$ cat config.mk
export PLATFORM = sky130hd
export DESIGN_NAME = intc_sched
export DESIGN_NICKNAME = d
export VERILOG_FILES = /design/src/rtl/intc_sched.sv
export SDC_FILE = /design/constraint.sdc
export NUM_CORES = 1
export LEC_CHECK = 0
export ABC_AREA = 1
export CORE_UTILIZATION = 35
export CTS_CLUSTER_DIAMETER = 50
export DETAILED_ROUTE_END_ITERATION = 6
export GPL_TIMING_DRIVEN = 0
export PLACE_DENSITY_LB_ADDON = 0.05
export SLEW_MARGIN = 15
export SYNTH_ARGS = -nofsm -noshare
export SYNTH_HDL_FRONTEND = slang
export SYNTH_SLANG_ARGS = --single-unit
$ cat constraint.sdc
create_clock -name clk -period 1.25 [get_ports clk]
set_input_delay 0.375 -clock clk [delete_from_list [all_inputs] [get_ports clk]]
set_output_delay 0.375 -clock clk [all_outputs]
set_load 0.005 [all_outputs]
$ cat src/rtl/intc_sched.sv
// intc_sched: four-line interrupt scheduler feeding the PC mux and the return stack.
// Edge-detects and latches requests, masks and prioritises them (line 1 highest),
// then sequences push -> jump at an instruction boundary and tracks in-service levels.
// Optional feature: define INTC_NESTING_EN to allow higher-priority preemption in SERVICE.
module intc_sched #(
  parameter int unsigned      PCW  = 10,
  parameter logic [PCW-1:0]   VEC1 = 10'b1111111011,
  parameter logic [PCW-1:0]   VEC2 = 10'b1111111110,
  parameter logic [PCW-1:0]   VEC3 = 10'b1111111101,
  parameter logic [PCW-1:0]   VEC4 = 10'b1111111100
) (
  input  logic           clk,
  input  logic           reset,
  input  logic [3:0]     irq,
  input  logic           mask_we,
  input  logic [3:0]     mask_d,
  input  logic           instr_done,
  input  logic [PCW-1:0] pc_in,
  input  logic           reti,
  output logic           push,
  output logic [PCW-1:0] push_data,
  output logic           pop,
  output logic           take_int,
  output logic [PCW-1:0] vector,
  output logic [3:0]     pending,
  output logic [3:0]     in_service,
  output logic           busy
);

  typedef enum logic [1:0] {
    ST_IDLE,
    ST_PUSH,
    ST_JUMP,
    ST_SERVICE
  } state_t;

  state_t         state_q, state_d;
  logic [3:0]     irq_prev_q, irq_prev_d;
  logic [3:0]     enable_mask_q, enable_mask_d;
  logic [3:0]     pending_q, pending_d;
  logic [3:0]     in_service_q, in_service_d;
  logic [1:0]     winner_q, winner_d;
  logic [PCW-1:0] ret_addr_q, ret_addr_d;
  logic [PCW-1:0] vector_q, vector_d;
  logic           pop_q, pop_d;

  logic [3:0]     irq_rise;
  logic [3:0]     pend_clr;
  logic [3:0]     allowed;
  logic [3:0]     eligible;
  logic [3:0]     svc_top_oh;
  logic [1:0]     win_idx;
  logic           blocked;
  logic           svc_found;

  function automatic logic [PCW-1:0] vec_of(input logic [1:0] idx);
    case (idx)
      2'd0:    vec_of = VEC1;
      2'd1:    vec_of = VEC2;
      2'd2:    vec_of = VEC3;
      default: vec_of = VEC4;
    endcase
  endfunction

  // Arbitration: only levels above the highest in-service level compete; lowest index wins
  always_comb begin
    blocked    = 1'b0;
    svc_found  = 1'b0;
    allowed    = '0;
    svc_top_oh = '0;
    win_idx    = '0;
    for (int unsigned i = 0; i < 4; i++) begin
      blocked    = blocked | in_service_q[i];
      allowed[i] = ~blocked;
      if (in_service_q[i] && !svc_found) begin
        svc_top_oh[i] = 1'b1;
        svc_found     = 1'b1;
      end
    end
    eligible = pending_q & enable_mask_q & allowed;
    for (int unsigned i = 4; i > 0; i--) begin
      if (eligible[i-1]) win_idx = 2'(i - 1);
    end
  end

  // Sequencer: accept at a boundary, push return address, jump, then service until reti
  always_comb begin
    state_d      = state_q;
    winner_d     = winner_q;
    ret_addr_d   = ret_addr_q;
    vector_d     = vector_q;
    in_service_d = in_service_q;
    pop_d        = 1'b0;
    pend_clr     = '0;
    case (state_q)
      ST_IDLE: begin
        if (instr_done && (|eligible)) begin
          winner_d   = win_idx;
          ret_addr_d = pc_in;
          state_d    = ST_PUSH;
        end
      end
      ST_PUSH: begin
        pend_clr[winner_q] = 1'b1;
        vector_d           = vec_of(winner_q);
        state_d            = ST_JUMP;
      end
      ST_JUMP: begin
        in_service_d[winner_q] = 1'b1;
        state_d                = ST_SERVICE;
      end
      ST_SERVICE: begin
        if (reti && (|in_service_q)) begin
          in_service_d = in_service_q & ~svc_top_oh;
          pop_d        = 1'b1;
          if ((in_service_q & ~svc_top_oh) == '0) state_d = ST_IDLE;
        end
`ifdef INTC_NESTING_EN
        // reti takes precedence so a preempting push can never land on the pop cycle
        else if (instr_done && (|eligible)) begin
          winner_d   = win_idx;
          ret_addr_d = pc_in;
          state_d    = ST_PUSH;
        end
`endif
      end
      default: state_d = ST_IDLE;
    endcase
  end

  // Request latching and mask load; a new edge beats a same-cycle clear
  always_comb begin
    irq_prev_d    = irq;
    irq_rise      = irq & ~irq_prev_q;
    pending_d     = (pending_q & ~pend_clr) | irq_rise;
    enable_mask_d = mask_we ? mask_d : enable_mask_q;
  end

  // State registers
  always_ff @(posedge clk or negedge reset) begin
    if (!reset) begin
      state_q       <= ST_IDLE;
      irq_prev_q    <= '0;
      enable_mask_q <= '0;
      pending_q     <= '0;
      in_service_q  <= '0;
      winner_q      <= '0;
      ret_addr_q    <= '0;
      vector_q      <= '0;
      pop_q         <= 1'b0;
    end else begin
      state_q       <= state_d;
      irq_prev_q    <= irq_prev_d;
      enable_mask_q <= enable_mask_d;
      pending_q     <= pending_d;
      in_service_q  <= in_service_d;
      winner_q      <= winner_d;
      ret_addr_q    <= ret_addr_d;
      vector_q      <= vector_d;
      pop_q         <= pop_d;
    end
  end

  assign push       = (state_q == ST_PUSH);
  assign take_int   = (state_q == ST_JUMP);
  assign busy       = (state_q == ST_PUSH) || (state_q == ST_JUMP);
  assign push_data  = ret_addr_q;
  assign pop        = pop_q;
  assign vector     = vector_q;
  assign pending    = pending_q;
  assign in_service = in_service_q;

endmodule
After elaboration in Yosys (flattened, before gate mapping) --
Cells that the tools add are included. Widths: inputs -> output; s select.
Operators by class: order comparisons 2, bitwise gates (word level) 17, multiplexer cells 22, equality and inequality tests 8, reductions and logical operators 19
Operator list (count):
- $and 4x4->4 | 5
- $mux 2 | 7
- $not 4->4 | 3
- $mux 1 | 9
- $pmux 3 s3 | 1
- $mux 4 | 2
- $or 4x4->4 | 2
- $pmux 2 s4 | 1
- $pmux 4 s2 | 1
- $reduce_or 4->1 | 2
- $eq 2x2->1 const B | 3
- $logic_and 1x1->1 | 6
- $ne 2x2->1 const B | 3
- $eq 2x1->1 const B | 2
- $logic_not 2->1 | 2
- $logic_not 4->1 | 1
- $not 1->1 | 4
- $reduce_and 2->1 | 2
- $logic_not 1->1 | 3
- $lt 2x3->1 const B | 1
- $or 1x1->1 | 3
- $reduce_and 3->1 | 1
- $demux 1 s2 | 1
- $ge 2x1->1 const B | 1
- other kinds (2) | 2
Storage, ports and cells: register bits after elaboration 41, output and inout port bits 32, bits of input ports 23, word-level logic and storage cells 77

Depth between registers and ports, before layout --
depth in word-level cells 16, depth in mapped cells 9, gate-level depth less buffers 9

Least setup slack after synthesis --
OpenSTA, ideal clock, no wires.
path kind reg2reg, from register in_service_q[0], in the netlist in_service[0], to register winner_q[1], library setup time 0.065 ns, clock period less this slack 1.275 ns, stages on the path, launching flop included 9, setup slack -0.025 ns, arrival time 1.211 ns, path buffers 1, required time 1.185 ns, cells stage by stage dfrtp_1 > nor2_4 > nand3_1 > nand2_2 > o21bai_2 > nor2_4 > buf_6 > nand2_1 > nand2_1
On the way: word-level cells in the longest chain between the ends 9, elaborated cells on any way between the ends 15, classes of those cells mux: 4; bitwise: 8; reduce/logical: 3
Ends and longest elaborated chain:
- from (decl) | line 41 | logic [3:0] in_service_q, in_service_d;
- from (signal assigned) | line 156 | in_service_q <= in_service_d;
- $or 1x1->1 (3 in series) | line 73 | blocked = blocked | in_service_q[i];
- $not 1->1 | line 74 | allowed[i] = ~blocked;
- $and 4x4->4 * | line 80 | eligible = pending_q & enable_mask_q & allowed;
- $mux 2 (4 in series) | line 82 | if (eligible[i-1]) win_idx = 2'(i - 1);
- to (signal assigned) | line 157 | winner_q <= winner_d;
- to (decl) | line 42 | logic [1:0] winner_q, winner_d;
Every way passes the cells marked *; elsewhere a longest branch is shown, timed or not. A chain may end at the register's enable or synchronous reset.

Final worst setup path --
from register state_q[1], to output busy
On the way: word-level cells in the longest chain between the ends 2, elaborated cells on any way between the ends 3, classes of those cells eq/ne: 2; reduce/logical: 1
Ends and longest elaborated chain:
- from (decl) | line 37 | state_t state_q, state_d;
- from (signal assigned) | line 152 | state_q <= state_d;
- $eq 2x1->1 or $eq 2x2->1 (tied branches) | line 166 | assign busy = (state_q == ST_PUSH) || (state_q == ST_JUMP);
- $logic_or 1x1->1 * | line 166
- to (decl) | line 27 | output logic busy
Marked as above.

==> flow_metrics.tcl <==
set metrics [dict create \
    syn-mean-instance-area_um2 9.24 \
    finClkSkew_ns 0.00858 \
    hold_ws_ns 0.0270 \
    final_layout_size_suffix_gt1_frac 0.452 \
    setup.worst_path.start "state_q[1]$_DFFE_PN0P_" \
    drv_cap 0 \
    routed_via_density 4.58 \
    rsz0062_at_grt "true" \
    crit_end "busy" \
    synth-simple-area-share 0.208 \
    cp_num_cells 3 \
    fmax_mhz 660 \
    drc 0 \
    power.share.switching 0.365 \
    hold_viol_final 0 \
    ant_nets 0 \
    period_needed_ns 1.51 \
    reg2reg_from "in_service[0]$_DFFE_PN0P_" \
    gr-total-overflow 0 \
    internal_power_mw 3.53 \
    synth_compound_area_frac 0.0817 \
    placed_area_um2 2210 \
    comb_power_share 0.523 \
    netlist_area_um2 1560 \
    crit_slowest_cell "dfrtp_1" \
    num_vias 1416 \
    violations "negative setup slack" \
    rr_endpoint "push_data[1]$_DFFE_PN0P_" \
    ys.flop_type "dfrtp_1" \
    core_area_um2 4140 \
    setup_viol 30 \
    start_kind "register" \
    synth-edff-count 0 \
    crit_fanout 2 \
    finalWirelength_um 4050 \
    outcome "complete, but fails checks" \
    synth_cell_types 20 \
    drv_slew 0 \
    ys_top_cells_by_count "nand2_1 (56), dfrtp_1 (35), inv_1 (19)" \
    r2r_cells 9 \
    fin_crit_sh 1.21 \
    cts_tree "built" \
    die-area_um2 4730 \
    synth_top_cell_by_area "dfrtp_1" \
    drtPass1Iterations 4 \
    grt_max_degree 20 \
    muxShareOfSynthArea 0.0288 \
    synth_fa_ha_area_frac 0.0321 \
    synth_xor_area_frac 0 \
    design_area_um2 2630 \
    netSwitchingPower_mw 2.03 \
    first_iter_violations 34 \
    cts_buffer_depth 2 \
    cts_buffers 5 \
    hold_path_class "input port to asynchronous set/reset pin" \
    relSlewSlack 0.712 \
    synth_top_family_by_area "simple AND/OR/NAND/NOR gates" \
    clock_latency_ns 0.29 \
    synth.area.top_cells "dfrtp_1 (56%), nand2_1 (13%), inv_1 (4.6%)" \
    num_rows 23 \
    reg2reg_setup_slack_ns -0.26 \
    syn_nets 196 \
    pin_count 55 \
    seqPwrFrac 0.316 \
    path_clk_slew_ns 0.07 \
    dpl.hpwl_um 2710 \
    die_h_um 68.8 \
    cp.required_ns 0.88 \
    cp-end-kind "primary output" \
    die_x_um 68.8 \
    cts.sink_count 35 \
    async_flop_share 1.00 \
    power_density_nw_per_um2 2120 \
    p_leak_nw 1.31 \
    synthCells 169 \
    fin_nets 285 \
    setup_ws_ns -0.265 \
    io_buffers 54 \
    path_cells "inv_2 > ha_4 > buf_6" \
    htreeDepth 2 \
    clock_power_share 0.161 \
    worst_slew_pin_slew_ns 0.432 \
    ys_warn_count 0 \
    yosysTopAreaCellShare 0.561 \
    areaGrowthSynthToFinish_pct 68.1 \
    antenna_found_initial 0 \
    ir_drop_mv 0.885 \
    grt_pass1_vias 1439 \
    critPathTopFamily "flip-flops" \
    diodes 0 \
    synth-seq-area-share 0.561 \
    grt_first_pass_wirelength_um 6700 \
    crit_buf_inv 2 \
    synth.most_common_cell "nand2_1" \
    hold_buffers 0 \
    worstSetupPathType "register to primary output" \
    place.gp.congestion 0.844 \
    slowest_delay_ns 0.41 \
    start_util 0.377 \
    power_mw 5.56 \
    synth_seq_cells 35 \
    wl_per_cell_um 13.1 \
    cts-root-buf "clkbuf_8" \
    cp.arrival_ns 1.14 \
    track_usage 0.200 \
]
## metrics by stage
stage          worst slack (ns)  utilization  cells  setup TNS [ns]
2_1_floorplan           -0.0129            -    169          -0.116
3_3_place_gp             -0.949        0.529    273          -40.68
3_5_place_dp             -0.534        0.534    274           -8.50
4_1_cts                  -0.261        0.618    309           -5.46
5_1_grt                  -0.343        0.633    309           -7.64
6_report                 -0.265        0.633    309           -5.47
## layout make-up
class	count	area, um^2
plain buffers	7	78.8
well taps	50	62.6
repair buffers	84	734
inverters	19	73.8
clock buffers	8	100
multi-input cells	106	696
fillers	347	1520
flip-flops and latches	35	880
## state kept, by name (all words and copies together), names as in the netlist
signal	cells
pop	1
vector	4
winner_q	2
irq_prev_q	4
pending	4
enable_mask_q	4
in_service	4
state_q	2
push_data	10
## worst min path at each step
stage	to	cells past startpoint	startpoint	slack [ns]
finish	pending[1]$_DFF_PN0_	1	reset	0.03
global route	pending[1]$_DFF_PN0_	1	reset	0.04
CTS	vector[2]$_DFFE_PN0P_	1	reset	0.02
detailed placement	vector[8]$_DFFE_PN0P_	1	reset	0.34
global placement	pending[1]$_DFF_PN0_	1	irq_prev_q[1]$_DFF_PN0_	0.40
floorplan	enable_mask_q[0]$_DFFE_PN0P_	0	reset	0.08
## routing by layer
metal,part of all wire,GRT usage,up-vias
li1,-,-,706
met5,0,0,-
met2,0.50,0.336,46
met4,0.015,0.0765,0
met3,0.056,0.0658,7
met1,0.43,0.237,657
## kinds of logic after synthesis
kind of cell               after synthesis
and+or+nand+nor                         77
muxes                                    4
buffers and inverters                   28
AOI/OAI and AO/OA                       21
DFF                                     35
adders and majority gates                4
## layout by cell type, fill, tap and decap left out
cell type / instances
clkbuf_8: 7
clkdlybuf4s50_1: 21
o21a_1: 2
nand2_4: 3
o21ai_1: 4
dfrtp_1: 32
nor2_4: 3
clkbuf_2: 3
buf_2: 19
nand2_1: 45
dfrtp_2: 3
o21ai_0: 3
inv_2: 2
nand3_2: 3
buf_16: 1
o22a_1: 1
a21oi_1: 6
buf_4: 18
or2_4: 1
o21ai_2: 3
nand3_1: 5
buf_8: 1
buf_6: 28
inv_1: 16
mux2_2: 4
inv_4: 1
nor3_1: 1
nand2_2: 10
nand3_4: 1
clkbuf_1: 1
nor2_1: 5
o21bai_4: 1
ha_4: 4
o211ai_2: 1
## power groups by stage
stage / clock, mW / sequential [mW] / combinational [mW]
global placement: 0 / 1.81 / 2.12
CTS: 0.929 / 1.72 / 2.71
detailed placement: 0 / 1.83 / 2.19
global route: 0.984 / 1.80 / 3.21
finish: 0.896 / 1.76 / 2.90
floorplan: 0 / 1.80 / 1.10
## timing repair
action | 4_1_cts | 5_1_grt
pin swaps | 24 | 13
gates cloned | 1 | 0
endpoints found under the setup margin | 53 | 37
gates resized for setup | 168 | 26
setup buffers | 26 | 3
Note: power is estimated with default switching activity, not from simulation.
